<file path="config.mk">
export PLATFORM = sky130hd
export DESIGN_NAME = qinfen_apb3_master_arbiter
export DESIGN_NICKNAME = d
export VERILOG_FILES = /design/src/rtl/qinfen_apb3_master_arbiter.sv
export SDC_FILE = /design/constraint.sdc
export NUM_CORES = 1
export LEC_CHECK = 0
export BUFFER_PORTS_ARGS = -buffer_cell sky130_fd_sc_hd__buf_2
export CAP_MARGIN = 5
export CORE_AREA = 2 2 127 129
export CTS_BUF_LIST = sky130_fd_sc_hd__clkbuf_8
export CTS_CLUSTER_SIZE = 28
export DETAILED_ROUTE_END_ITERATION = 8
export DIE_AREA = 0 0 129 131
export SETUP_SLACK_MARGIN = 0.2
export SLEW_MARGIN = 20
export SYNTH_ARGS = -nofsm -noshare
export SYNTH_HDL_FRONTEND = slang
export SYNTH_SLANG_ARGS = --single-unit
</file>
<file path="constraint.sdc">
create_clock -name pclk -period 5.7 [get_ports pclk]
set_input_delay 0.285 -clock pclk [delete_from_list [all_inputs] [get_ports pclk]]
set_output_delay 0.285 -clock pclk [all_outputs]
set_load 0.01 [all_outputs]
</file>
<file path="src/rtl/qinfen_apb3_master_arbiter.sv">
`default_nettype none
// ============================================================================
// Module   : qinfen_apb3_master_arbiter
// Purpose  : Round-robin arbiter sharing one APB3 master port among NUM_REQ
//            requesters. Optional ACCESS timeout via QINFEN_APB3_ARB_TIMEOUT_EN.
// Revision : 1.0 - initial release
// ============================================================================
module qinfen_apb3_master_arbiter #(
    parameter int NUM_REQ        = 4,
    parameter int ADDRWIDTH      = 12,
    parameter int TIMEOUT_CYCLES = 255
) (
    input  logic                          pclk,
    input  logic                          preset,
    input  logic [NUM_REQ-1:0]            req_valid,
    output logic [NUM_REQ-1:0]            req_ready,
    input  logic [NUM_REQ*ADDRWIDTH-1:0]  req_addr,
    input  logic [NUM_REQ-1:0]            req_write,
    input  logic [NUM_REQ*32-1:0]         req_wdata,
    input  logic [NUM_REQ*4-1:0]          req_strb,
    output logic [NUM_REQ-1:0]            rsp_valid,
    output logic [31:0]                   rsp_rdata,
    output logic                          rsp_err,
    output logic                          psel,
    output logic                          penable,
    output logic                          pwrite,
    output logic [ADDRWIDTH-1:0]          paddr,
    output logic [31:0]                   pwdata,
    output logic [3:0]                    pstrb,
    input  logic [31:0]                   prdata,
    input  logic                          pready,
    input  logic                          pslverr
);

    localparam int GW = $clog2(NUM_REQ);
    localparam logic [1:0] c_IDLE   = 2'd0;
    localparam logic [1:0] c_SETUP  = 2'd1;
    localparam logic [1:0] c_ACCESS = 2'd2;
    localparam logic [GW-1:0] c_LAST_RST = GW'(NUM_REQ - 1);

    logic [1:0]           r_state;
    logic [GW-1:0]        r_owner;
    logic [GW-1:0]        r_last_grant;
    logic                 r_psel;
    logic                 r_penable;
    logic                 r_pwrite;
    logic [ADDRWIDTH-1:0] r_paddr;
    logic [31:0]          r_pwdata;
    logic [3:0]           r_pstrb;
    logic [NUM_REQ-1:0]   r_rsp_valid;
    logic [31:0]          r_rsp_rdata;
    logic                 r_rsp_err;

    logic                 w_complete;
    logic                 w_arb;
    logic                 w_found;
    logic [GW-1:0]        w_winner;
    logic                 w_timeout;
    logic [NUM_REQ-1:0]   w_req_ready;
    logic [NUM_REQ-1:0]   w_owner_oh;

    assign w_complete = (r_state == c_ACCESS) && pready;
    assign w_arb      = (r_state == c_IDLE) || w_complete;

    // Round-robin search starting just after the last granted requester.
    always_comb begin : p_search
        int idx;
        idx      = 0;
        w_found  = 1'b0;
        w_winner = '0;
        for (int k = 1; k <= NUM_REQ; k++) begin
            idx = int'(r_last_grant) + k;
            if (idx >= NUM_REQ) begin
                idx = idx - NUM_REQ;
            end
            if (!w_found && req_valid[idx]) begin
                w_found  = 1'b1;
                w_winner = idx[GW-1:0];
            end
        end
    end

    always_comb begin
        w_req_ready = '0;
        w_owner_oh  = '0;
        for (int i = 0; i < NUM_REQ; i++) begin
            if (!preset && w_arb && w_found && (w_winner == GW'(i))) begin
                w_req_ready[i] = 1'b1;
            end
            if (r_owner == GW'(i)) begin
                w_owner_oh[i] = 1'b1;
            end
        end
    end

`ifdef QINFEN_APB3_ARB_TIMEOUT_EN
    logic [15:0] r_wait_cnt;

    always_ff @(posedge pclk or posedge preset) begin
        if (preset) begin
            r_wait_cnt <= '0;
        end else if (r_state == c_SETUP) begin
            r_wait_cnt <= '0;
        end else if ((r_state == c_ACCESS) && !pready) begin
            r_wait_cnt <= r_wait_cnt + 16'd1;
        end
    end

    assign w_timeout = (r_state == c_ACCESS) && !pready &&
                       (r_wait_cnt == 16'(TIMEOUT_CYCLES));
`else
    assign w_timeout = 1'b0;
`endif

    always_ff @(posedge pclk or posedge preset) begin
        if (preset) begin
            r_state      <= c_IDLE;
            r_owner      <= '0;
            r_last_grant <= c_LAST_RST;
            r_psel       <= 1'b0;
            r_penable    <= 1'b0;
            r_pwrite     <= 1'b0;
            r_paddr      <= '0;
            r_pwdata     <= '0;
            r_pstrb      <= '0;
            r_rsp_valid  <= '0;
            r_rsp_rdata  <= '0;
            r_rsp_err    <= 1'b0;
        end else begin
            r_rsp_valid <= '0;
            if (w_complete) begin
                r_rsp_valid <= w_owner_oh;
                r_rsp_rdata <= r_pwrite ? 32'd0 : prdata;
                r_rsp_err   <= pslverr;
            end else if (w_timeout) begin
                r_rsp_valid <= w_owner_oh;
                r_rsp_rdata <= 32'd0;
                r_rsp_err   <= 1'b1;
            end

            if (w_arb) begin
                if (w_found) begin
                    r_state      <= c_SETUP;
                    r_psel       <= 1'b1;
                    r_penable    <= 1'b0;
                    r_owner      <= w_winner;
                    r_last_grant <= w_winner;
                    r_pwrite     <= req_write[w_winner];
                    r_paddr      <= req_addr[w_winner*ADDRWIDTH +: ADDRWIDTH];
                    r_pwdata     <= req_wdata[w_winner*32 +: 32];
                    r_pstrb      <= req_write[w_winner] ? req_strb[w_winner*4 +: 4] : 4'd0;
                end else begin
                    r_state   <= c_IDLE;
                    r_psel    <= 1'b0;
                    r_penable <= 1'b0;
                end
            end else if (r_state == c_SETUP) begin
                r_state   <= c_ACCESS;
                r_penable <= 1'b1;
            end else if (w_timeout || (r_state != c_ACCESS)) begin
                r_state   <= c_IDLE;
                r_psel    <= 1'b0;
                r_penable <= 1'b0;
            end
        end
    end

    assign req_ready = w_req_ready;
    assign rsp_valid = r_rsp_valid;
    assign rsp_rdata = r_rsp_rdata;
    assign rsp_err   = r_rsp_err;
    assign psel      = r_psel;
    assign penable   = r_penable;
    assign pwrite    = r_pwrite;
    assign paddr     = r_paddr;
    assign pwdata    = r_pwdata;
    assign pstrb     = r_pstrb;

endmodule
`default_nettype wire

</file>
==> run_results.csv, run 1 <==
group,metric,value,unit
synth,synth-seq-cells,93,
drt,ant_nets,0,
layout,layout-area-overhead-vs-synth,38.9,%
drt,met2WireLength,8700,um
layout,layout.cells.most_common,"sky130_fd_sc_hd__buf_2",
synth,yosysTopAreaCellShare,0.448,
setup_path,worst_path_max_delay_cell,"sky130_fd_sc_hd__dfstp_2",
synth,postSynth.topFlopCell,"sky130_fd_sc_hd__dfrtp_1",
floorplanning,placementRows,46,
clock_tree,clock_path_buffers,2,
synth,synth_warnings,0,
setup_path,series_of_cell_instances_along_the_critical_path,"nand2b_1 -> a21boi_2 -> o21bai_4 -> buf_4 -> mux2_2 -> a222oi_1 -> a21oi_1",
grt,global_route.usage.total,0.209,
floorplanning,die_height,131,um
sta,rsz0062_at_grt,"no",
floorplanning,floorplan.io_pins,328,
layout,nets,1035,
synth,ys_async_sr_fraction,1.00,
synth,synthDistinctLibCells,41,
clock_tree,path_clk_slew,0.09,ns
synth,synth.cell_area,5080,sq um
floorplanning,die_w,129,um
placement,routabilityCongestion,0.783,
drt,drc_errors,0,
setup_path,critical_path_class,"reg2reg",
setup_path,timing.critical_path.arrival,3.41,ns
floorplanning,initial_core_util,0.326,
synth,area_contributors_post_synth,"sky130_fd_sc_hd__dfrtp_1 45%, sky130_fd_sc_hd__mux2_4 8.9%, sky130_fd_sc_hd__a222oi_1 6.7%, sky130_fd_sc_hd__mux2i_1 4.5%, sky130_fd_sc_hd__nand2b_1 4.4%",
synth,synth_edf_count,0,
drt,drt_first_iter_violations,284,
synth,synth_seq_area_share,0.459,
placement,port-buffer-count,327,
layout,mostFrequentLayoutCells,"327 x sky130_fd_sc_hd__buf_2, 91 x sky130_fd_sc_hd__dfrtp_1, 46 x sky130_fd_sc_hd__nand2_1",
sta,timing_hold_violations_final,0,
sta,timing.final.crit_period,3.18,ns
setup_path,max_stage_delay,0.68,ns
setup_path,worstPathRequired,5.93,ns
drt,wl_met1,7420,um
grt,grt_overflow_total,0,
drt,route.detailed.wl_per_inst,17.8,um
clock_tree,tritoncts,"done",
drt,highest-signal-layer,"met5",
clock_tree,cts_made_buffers,9,
floorplanning,fp.coreArea,15600,sq um
sta,fin_tns_setup,0,ns
placement,place_hpwl,13500,um
grt,grt_first_pass_wirelength,26800,um
grt,grt_max_degree,69,
job,max_cap_violations,0,
placement,dpl-instance-area,6820,sq um
setup_path,rrSetupSlack,2.52,ns
grt,grt_antenna_before_repair,4,
setup_path,cp-end-kind,"flop",
setup_path,critPathTopFamily,"compound AO/OA/AOI/OAI gates",
drt,vias_per_cell,4.96,
drt,wirelength,18200,um
drt,drt_pass1_iterations,8,
synth,syn_inst,498,
sta,setup_viol,0,
power,total_leakage_power,3.64,nW
setup_path,crit_buf_inv,1,
clock_tree,postCtsResizedCells,0,
synth,synth_nets,734,
drt,met3_length,1670,um
drt,dr_total_vias,5068,
clock_tree,clk-insertion-delay-late,0.38,ns
sta,max_slew.worst_pin.slew,0.935,ns
sta,fin_worst_skew,0.0126,ns
layout,final_layout_size_suffix_gt1_frac,0.488,
setup_path,critPathLaunchType,"flop",
sta,layout_worst_path_cycle_share,0.558,
power,irDropWorstVdd,0.000199,V
clock_tree,htreeDepth,3,
sta,final-max-slew-violation-count,0,
synth,avgSynthCellArea,10.2,sq um
sta,highest_clock_frequency_the_design_can_meet,315,MHz
floorplanning,area_enclosed_by_the_die_boundary,16900,sq um
power,power_density,494,nW/um^2
layout,summed_area_of_non_filler_cells_in_the_final_layout,7060,sq um
setup_path,critical_path_peak_fanout,37,
clock_tree,cts.sink_count,93,
run_status,run_status,"finished clean",
clock_tree,cts_root_buffer,"sky130_fd_sc_hd__clkbuf_8",
synth,netlist.top_cell.by_area,"sky130_fd_sc_hd__dfrtp_1",
min_path,timing.hold.worst.class,"in2reg",
grt,via_count_of_the_first_global_routing_pass,4853,
sta,max-slew-margin-rel,0.376,
-- cell usage after synthesis, types with 2 or more instances --
master                      n
sky130_fd_sc_hd__a21oi_1   38
sky130_fd_sc_hd__a221o_1    2
sky130_fd_sc_hd__a221oi_1  10
sky130_fd_sc_hd__a222oi_1  34
sky130_fd_sc_hd__a22o_1     4
sky130_fd_sc_hd__and2_1     2
sky130_fd_sc_hd__and3_1     5
sky130_fd_sc_hd__buf_2      6
sky130_fd_sc_hd__buf_4      3
sky130_fd_sc_hd__buf_6      6
sky130_fd_sc_hd__clkbuf_1  30
sky130_fd_sc_hd__dfrtp_1   91
sky130_fd_sc_hd__dfstp_2    2
sky130_fd_sc_hd__inv_1      6
sky130_fd_sc_hd__mux2_2     4
sky130_fd_sc_hd__mux2_4    30
sky130_fd_sc_hd__mux2i_1   23
sky130_fd_sc_hd__nand2_1   46
sky130_fd_sc_hd__nand2b_1  36
sky130_fd_sc_hd__nand3b_1   2
sky130_fd_sc_hd__nor2_1    42
sky130_fd_sc_hd__nor3_1     2
sky130_fd_sc_hd__o21a_1    13
sky130_fd_sc_hd__o21ai_0   34
sky130_fd_sc_hd__o21ai_1   10
sky130_fd_sc_hd__o22ai_1    2
-- report_power, final --
group | switching [W] | internal, W
logic | 0.00101 | 0.000801
registers | 0.000204 | 0.000985
clock network | 0.000236 | 0.000255
-- worst register-to-register path, cell delays in order (launching register included) --
cell and delay (ns):
sky130_fd_sc_hd__dfstp_2 0.68, sky130_fd_sc_hd__nand2b_1 0.16, sky130_fd_sc_hd__a21boi_2 0.07, sky130_fd_sc_hd__o21bai_4 0.57, sky130_fd_sc_hd__buf_4 0.66, sky130_fd_sc_hd__mux2_2 0.44
sky130_fd_sc_hd__a222oi_1 0.33, sky130_fd_sc_hd__a21oi_1 0.13
-- final cells by class --
class | instances | area, sq um
fill | 1597 | 8540
multi-input combinational | 353 | 2500
sequential | 93 | 2330
timing repair buffer | 336 | 1710
tap | 216 | 270
clock buffer | 10 | 138
clock inverter | 5 | 76.3
inverter | 6 | 25.0
antenna | 3 | 7.51
-- layer usage --
layer / vias to the layer above / global-route usage
li1: 2441 / -
met1: 2369 / 0.255
met2: 230 / 0.344
met3: 26 / 0.0713
met4: 2 / 0.0774
met5: - / 0
-- flip-flops by register name (all words and copies together), names as in the netlist, 2 cells and up --
register / count
rsp_valid: 4
paddr: 12
pwdata: 32
r_owner: 2
r_last_grant: 2
pstrb: 4
rsp_rdata: 32
r_state: 2
-- metrics by stage --
step / total power, W / util / hold WS [ns] / setup WS (ns) / cells
final: 0.00349 / 0.452 / 0.103 / 2.52 / 1022
after global placement: 0.00301 / 0.438 / 0.362 / 2.57 / 1003
after detailed placement: 0.00303 / 0.438 / 0.356 / 2.51 / 1003
after floorplan: 0.00238 / - / 0.390 / 2.72 / 498
after CTS: 0.00353 / 0.452 / 0.0744 / 2.47 / 1019
after global routing: 0.00378 / 0.452 / 0.0988 / 2.32 / 1022
-- what timing repair did --
item	4_1_cts	5_1_grt
endpoints found under the hold margin	30	0
hold buffers	1	0
buffers inserted	0	0
-- final timing paths --
path	startpoint	to	cells after the start
setup / recovery	r_last_grant[1]$_DFFE_PP1P_	pwdata[9]$_DFFE_PP0P_	7
hold / removal	pslverr	rsp_err$_DFFE_PP0P_	3
setup reg to reg	r_last_grant[1]$_DFFE_PP1P_	pwdata[9]$_DFFE_PP0P_	7
hold reg to reg	psel$_DFFE_PP0P_	psel$_DFFE_PP0P_	2
max in group asynchronous	preset	pwdata[31]$_DFFE_PP0P_	4
min in group asynchronous	preset	paddr[7]$_DFFE_PP0P_	3
-- logic make-up after synthesis --
logic type,Yosys count,share of synthesized area
flops,93,0.459
compound gates,156,0.217
mux,58,0.145
buf+inv,52,0.0510
simple gates,139,0.128
No activity file was read; power rests on OpenSTA's default activity.
==> run 2, diff against run 1 <==
--- a/config.mk
+++ b/config.mk
@@ -12,6 +12,7 @@
 export CTS_CLUSTER_SIZE = 28
 export DETAILED_ROUTE_END_ITERATION = 8
 export DIE_AREA = 0 0 129 131
+export PLACE_DENSITY = 0.67
 export SETUP_SLACK_MARGIN = 0.2
 export SLEW_MARGIN = 20
 export SYNTH_ARGS = -nofsm -noshare
==> constraint.sdc (replaced) <==
create_clock -name pclk -period 2.7 [get_ports pclk]
set_input_delay 0.135 -clock pclk [delete_from_list [all_inputs] [get_ports pclk]]
set_output_delay 0.135 -clock pclk [all_outputs]
set_load 0.01 [all_outputs]
==> run_results.csv, run 2 (synthesized netlist as in run 1, its figures left out) <==
group,metric,value,unit
run_status,run_status,"finished clean",
floorplanning,placementRows,46,
clock_tree,tritoncts,"done",
clock_tree,path_clk_slew,0.09,ns
grt,via_count_of_the_first_global_routing_pass,4823,
floorplanning,initial_core_util,0.326,
setup_path,worstPathRequired,2.95,ns
layout,antenna_cells_inserted,0,
grt,globalRouteMet2Util,0.322,
sta,layout_worst_path_cycle_share,0.845,
min_path,startpoint_of_the_lowest_slack_hold_path,"prdata[8]",
sta,max_slew.worst_pin.slew,0.855,ns
grt,grt_overflow_total,0,
clock_tree,htreeDepth,3,
drt,dr_total_vias,5150,
sta,timing.final.crit_period,2.28,ns
sta,fin_worst_skew,0.0197,ns
grt,gr-max-usage-layer,"met2",
sta,highest_clock_frequency_the_design_can_meet,438,MHz
min_path,timing.hold.worst.class,"in2reg",
sta,rsz0062_at_grt,"no",
clock_tree,clk-insertion-delay-late,0.38,ns
drt,drt_pass1_iterations,5,
clock_tree,cts_root_buffer,"sky130_fd_sc_hd__clkbuf_8",
layout,nets,1061,
job,max_cap_violations,0,
power,total_leakage_power,3.77,nW
layout,final_layout_size_suffix_gt1_frac,0.487,
setup_path,critical_path_peak_fanout,12,
grt,global_route.usage.total,0.192,
sta,final-max-slew-violation-count,0,
sta,max-slew-margin-rel,0.430,
floorplanning,floorplan.io_pins,328,
floorplanning,fp.coreArea,15600,sq um
placement,port-buffer-count,327,
placement,place_hpwl,12400,um
floorplanning,area_enclosed_by_the_die_boundary,16900,sq um
drt,drc_errors,0,
layout,mostFrequentLayoutCells,"327 x sky130_fd_sc_hd__buf_2, 91 x sky130_fd_sc_hd__dfrtp_1, 46 x sky130_fd_sc_hd__nand2_1",
floorplanning,die_height,131,um
clock_tree,clock_path_buffers,2,
drt,route.detailed.wl_per_inst,16.1,um
grt,grt_max_degree,70,
placement,routabilityCongestion,0.818,
drt,ant_nets,0,
drt,vias_per_cell,4.92,
clock_tree,cts_made_buffers,9,
setup_path,timing.critical_path.arrival,2.53,ns
power,irDropWorstVdd,0.000434,V
sta,fin_tns_setup,0,ns
power,power_density,1010,nW/um^2
layout,layout-area-overhead-vs-synth,43.8,%
setup_path,setup.worst_path.start,"r_last_grant[1]$_DFFE_PP1P_",
grt,use_met3,0.0489,
power,totalPowerFinal,0.00737,W
drt,drt_first_iter_violations,359,
layout,layout.cells.most_common,"sky130_fd_sc_hd__buf_2",
floorplanning,die_w,129,um
grt,use_met1,0.241,
grt,grt_antenna_before_repair,0,
sta,timing_hold_violations_final,0,
setup_path,rr_startpoint,"r_last_grant[1]$_DFFE_PP1P_",
sta,setup_viol,0,
drt,wirelength,16800,um
setup_path,cp-end-kind,"flop",
clock_tree,setup_fix_buffers_added_after_clock_tree_synthesis,0,
grt,grt_first_pass_wirelength,25200,um
clock_tree,cts.sink_count,93,
setup_path,critPathLaunchType,"flop",
setup_path,critical_path_class,"reg2reg",
[run 2: cell types whose count changed in the layout (fill, tap and decap cells not counted)]
cell / before / now
sky130_fd_sc_hd__buf_12: 0 / 5
sky130_fd_sc_hd__buf_4: 8 / 14
sky130_fd_sc_hd__bufinv_16: 2 / 0
sky130_fd_sc_hd__clkinv_2: 1 / 3
sky130_fd_sc_hd__diode_2: 3 / 0
sky130_fd_sc_hd__dlygate4sd3_1: 1 / 16
sky130_fd_sc_hd__inv_4: 1 / 0
sky130_fd_sc_hd__inv_6: 0 / 2
[run 2: power breakdown]
group          leakage [nW]  total, W  internal [W]  switching, W
Clock                0.0980  0.000880      0.000359      0.000520
Combinational          2.55   0.00398       0.00185       0.00213
Sequential             1.12   0.00252       0.00208      0.000439
[run 2: routing by layer]
metal | vias up | share of wire | wire [um]
met5 | - | 0 | 0
met4 | 0 | 0.016 | 274
met3 | 22 | 0.078 | 1320
met2 | 245 | 0.49 | 8240
met1 | 2397 | 0.42 | 7000
li1 | 2486 | - | -
[run 2: worst paths after layout]
kind | endpoint | slack, ns | cells past startpoint
worst max-delay path | pwdata[29]$_DFFE_PP0P_ | 0.42 | 7
worst min-delay path | rsp_rdata[8]$_DFFE_PP0P_ | 0.02 | 3
worst max register to register | pwdata[29]$_DFFE_PP0P_ | 0.42 | 7
worst min register to register | rsp_rdata[31]$_DFFE_PP0P_ | 0.48 | 2
max in group asynchronous | r_last_grant[0]$_DFFE_PP1P_ | 1.56 | 4
min in group asynchronous | paddr[2]$_DFFE_PP0P_ | 0.38 | 3
[run 2: final cells by class]
class	instances	area [sq um]
multi-input cells	353	2500
fillers	1537	8290
well taps	216	270
inverters	6	26.3
clock inverters	6	36.3
flip-flops and latches	93	2330
repair buffers	362	2000
clock buffers	10	138
[run 2: worst max-delay path: stages (launching register included)]
cell and delay [ns]:
sky130_fd_sc_hd__dfstp_2 0.58, sky130_fd_sc_hd__mux2i_1 0.09, sky130_fd_sc_hd__o22ai_1 0.23, sky130_fd_sc_hd__o21bai_4 0.31
sky130_fd_sc_hd__buf_4 0.24, sky130_fd_sc_hd__mux2_4 0.30, sky130_fd_sc_hd__a222oi_1 0.30, sky130_fd_sc_hd__a21oi_1 0.11
[run 2: timing repair]
item	in CTS	in global routing
hold buffers	15	1
endpoints found under the hold margin	29	1
gates resized for setup	0	0
[run 2: stage by stage]
| stage | cells | utilization | setup slack (ns) | hold WS, ns | instance area, sq um |
|---|---|---|---|---|---|
| 2_1_floorplan | 498 | - | 0.644 | 0.240 | 5080 |
| 3_3_place_gp | 1014 | 0.447 | 0.440 | 0.222 | 6970 |
| 3_5_place_dp | 1014 | 0.447 | 0.414 | 0.227 | 6970 |
| 4_1_cts | 1045 | 0.468 | 0.412 | 0.000113 | 7290 |
| 5_1_grt | 1046 | 0.468 | 0.226 | 0.0115 | 7300 |
| 6_report | 1046 | 0.468 | 0.419 | 0.0250 | 7300 |
==> run 3, diff against run 2 <==
--- a/config.mk
+++ b/config.mk
@@ -12,7 +12,6 @@
 export CTS_CLUSTER_SIZE = 28
 export DETAILED_ROUTE_END_ITERATION = 8
 export DIE_AREA = 0 0 129 131
-export PLACE_DENSITY = 0.67
 export SETUP_SLACK_MARGIN = 0.2
 export SLEW_MARGIN = 20
 export SYNTH_ARGS = -nofsm -noshare
==> constraint.sdc (replaced) <==
create_clock -name pclk -period 2.1 [get_ports pclk]
set_input_delay 0.105 -clock pclk [delete_from_list [all_inputs] [get_ports pclk]]
set_output_delay 0.105 -clock pclk [all_outputs]
set_load 0.01 [all_outputs]
==> run_results.csv, run 3 (synthesized netlist as in run 1, its figures left out) <==
group,metric,value,unit
drt,dr_total_vias,5366,
setup_path,rr_startpoint,"r_last_grant[1]$_DFFE_PP1P_",
min_path,startpoint_of_the_lowest_slack_hold_path,"req_wdata[36]",
drt,ant_nets,0,
power,seq_power_share,0.312,
sta,max-slew-margin-rel,0.722,
grt,grt_overflow_total,0,
clock_tree,tritoncts,"done",
grt,global_route.usage.total,0.211,
clock_tree,path_clk_slew,0.09,ns
drt,met3_length,1670,um
sta,timing_hold_violations_final,0,
grt,grt_antenna_before_repair,0,
layout,fill_cells,1452,
power,net-switching-power,0.00409,W
min_path,min_delay_path_depth,3,
layout,final_layout_size_suffix_gt1_frac,0.496,
setup_path,timing.critical_path.arrival,2.47,ns
drt,wl_met1,7640,um
layout,multi_input_comb_area,2520,sq um
layout,seq_area,2330,sq um
sta,timing.final.crit_period,2.20,ns
floorplanning,area_enclosed_by_the_die_boundary,16900,sq um
sta,setup_viol,38,
grt,grt_first_pass_wirelength,27400,um
drt,drt_first_iter_violations,349,
setup_path,critPathLaunchType,"flop",
setup_path,r2r-end,"pstrb[3]$_DFFE_PP0P_",
run_status,failed_checks,"negative setup slack",
placement,place_hpwl,13600,um
clock_tree,clock_path_buffers,2,
drt,wirelength,18900,um
clock_tree,cts_root_buffer,"sky130_fd_sc_hd__clkbuf_8",
sta,rsz0062_at_grt,"yes",
drt,met2WireLength,9410,um
power,clock_power_share,0.126,
floorplanning,placementRows,46,
floorplanning,die_height,131,um
setup_path,critical_path_class,"reg2reg",
run_status,run_status,"complete, but fails checks",
placement,port-buffer-count,327,
power,totalPowerFinal,0.0101,W
clock_tree,clk-insertion-delay-late,0.37,ns
clock_tree,htreeDepth,3,
drt,drt_pass1_iterations,5,
floorplanning,floorplan.io_pins,328,
power,swShare,0.403,
power,internal-power,0.00606,W
power,power_density,1300,nW/um^2
layout,summed_area_of_non_filler_cells_in_the_final_layout,7840,sq um
drt,highest-signal-layer,"met4",
drt,route.detailed.wl_per_inst,17.4,um
job,max_cap_violations,0,
placement,routabilityCongestion,0.841,
sta,fin_worst_skew,0.00882,ns
drt,vias_per_cell,4.94,
setup_path,worstPathRequired,2.36,ns
power,irDropWorstVdd,0.000559,V
floorplanning,initial_core_util,0.326,
sta,final-max-slew-violation-count,0,
grt,grt_max_degree,69,
setup_path,cp-end-kind,"flop",
layout,layout.cells.most_common,"sky130_fd_sc_hd__buf_2",
layout,mostFrequentLayoutCells,"327 x sky130_fd_sc_hd__buf_2, 91 x sky130_fd_sc_hd__dfrtp_1, 46 x sky130_fd_sc_hd__nand2_1",
layout,antenna_cells_inserted,0,
min_path,min_delay_worst_endpoint,"pwdata[4]$_DFFE_PP0P_",
floorplanning,fp.coreArea,15600,sq um
setup_path,critical_path_peak_fanout,15,
layout,nets,1102,
sta,highest_clock_frequency_the_design_can_meet,454,MHz
sta,layout_worst_path_cycle_share,1.05,
sta,fin_ws,-0.105,ns
placement,placement.setup.worst_slack,-0.0736,ns
layout,layout-area-overhead-vs-synth,54.2,%
setup_path,number_of_cells_on_the_worst_reg_to_reg_path,8,
placement,dpl-instance-area,7090,sq um
setup_path,rrSetupSlack,-0.10,ns
drt,drc_errors,0,
sta,max_slew.worst_pin.slew,0.415,ns
clock_tree,cts_made_buffers,9,
min_path,timing.hold.worst.class,"in2reg",
grt,via_count_of_the_first_global_routing_pass,5160,
power,total_leakage_power,4.03,nW
floorplanning,die_w,129,um
clock_tree,cts.sink_count,93,
power,combPwrFrac,0.562,
run 3: cell count changes in the layout (fill, tap and decap cells not counted), sizes merged:
cell	previous run	this run
dlygate4sd3	16	35
clkbuf	10	12
bufinv	0	1
buf	346	365
inv	8	6
bufbuf	0	2
run 3: worst max-delay path by stage:
stage,start,end,cells after the start
2_1_floorplan,preset,req_ready[0],2
3_3_place_gp,r_last_grant[1]$_DFFE_PP1P_,pwdata[8]$_DFFE_PP0P_,7
3_5_place_dp,r_last_grant[1]$_DFFE_PP1P_,pwdata[15]$_DFFE_PP0P_,7
4_1_cts,r_last_grant[1]$_DFFE_PP1P_,pwdata[6]$_DFFE_PP0P_,7
5_1_grt,r_last_grant[1]$_DFFE_PP1P_,pwdata[4]$_DFFE_PP0P_,7
6_report,r_last_grant[1]$_DFFE_PP1P_,pstrb[3]$_DFFE_PP0P_,8
run 3: power groups by stage:
stage	Combinational (W)	Sequential [W]	Clock, W
finish	0.00571	0.00316	0.00128
global route	0.00625	0.00328	0.00140
CTS	0.00565	0.00317	0.00133
detailed placement	0.00537	0.00318	0
global placement	0.00532	0.00319	0
floorplan	0.00294	0.00353	0
run 3: what timing repair did:
action                     in CTS  in global routing
hold endpoints to repair       42                  0
setup buffers                   6                  3
resized for setup               8                  2
pin swaps                       7                  1
gates cloned                    2                  1
hold buffers                   35                  0
setup endpoints to repair      51                 53
run 3: metrics by stage:
step	instances	hold slack, ns	TNS, ns	util
final	1087	0.0287	-2.32	0.502
after detailed placement	1024	0.121	-0.852	0.454
after CTS	1083	0.00104	-0.865	0.499
after global routing	1087	0.0272	-7.39	0.502
after global placement	1024	0.125	-0.0246	0.454
after floorplan	498	0.210	0	-
run 3: area by class of cell:
type / instances / share of cell area
flip-flops and latches: 93 / 0.297
clock buffers: 11 / 0.0193
inverters: 6 / 0.00367
multi-input cells: 353 / 0.322
clock inverters: 5 / 0.00735
repair buffers: 403 / 0.316
well taps: 216 / 0.0345
run 3: per-layer routing:
| layer | vias up | GRT usage |
|---|---|---|
| li1 | 2563 | - |
| met1 | 2531 | 0.254 |
| met2 | 257 | 0.370 |
| met3 | 15 | 0.0639 |
| met4 | 0 | 0.0543 |
| met5 | - | 0 |
run 3: worst max-delay path, stage by stage (launching register included):
cell	delay, ns
sky130_fd_sc_hd__dfstp_2	0.56
sky130_fd_sc_hd__mux2i_1	0.07
sky130_fd_sc_hd__o22ai_1	0.21
sky130_fd_sc_hd__o21bai_4	0.28
sky130_fd_sc_hd__buf_4	0.19
sky130_fd_sc_hd__buf_8	0.20
sky130_fd_sc_hd__mux2i_1	0.27
sky130_fd_sc_hd__mux2i_1	0.11
sky130_fd_sc_hd__a22o_1	0.20
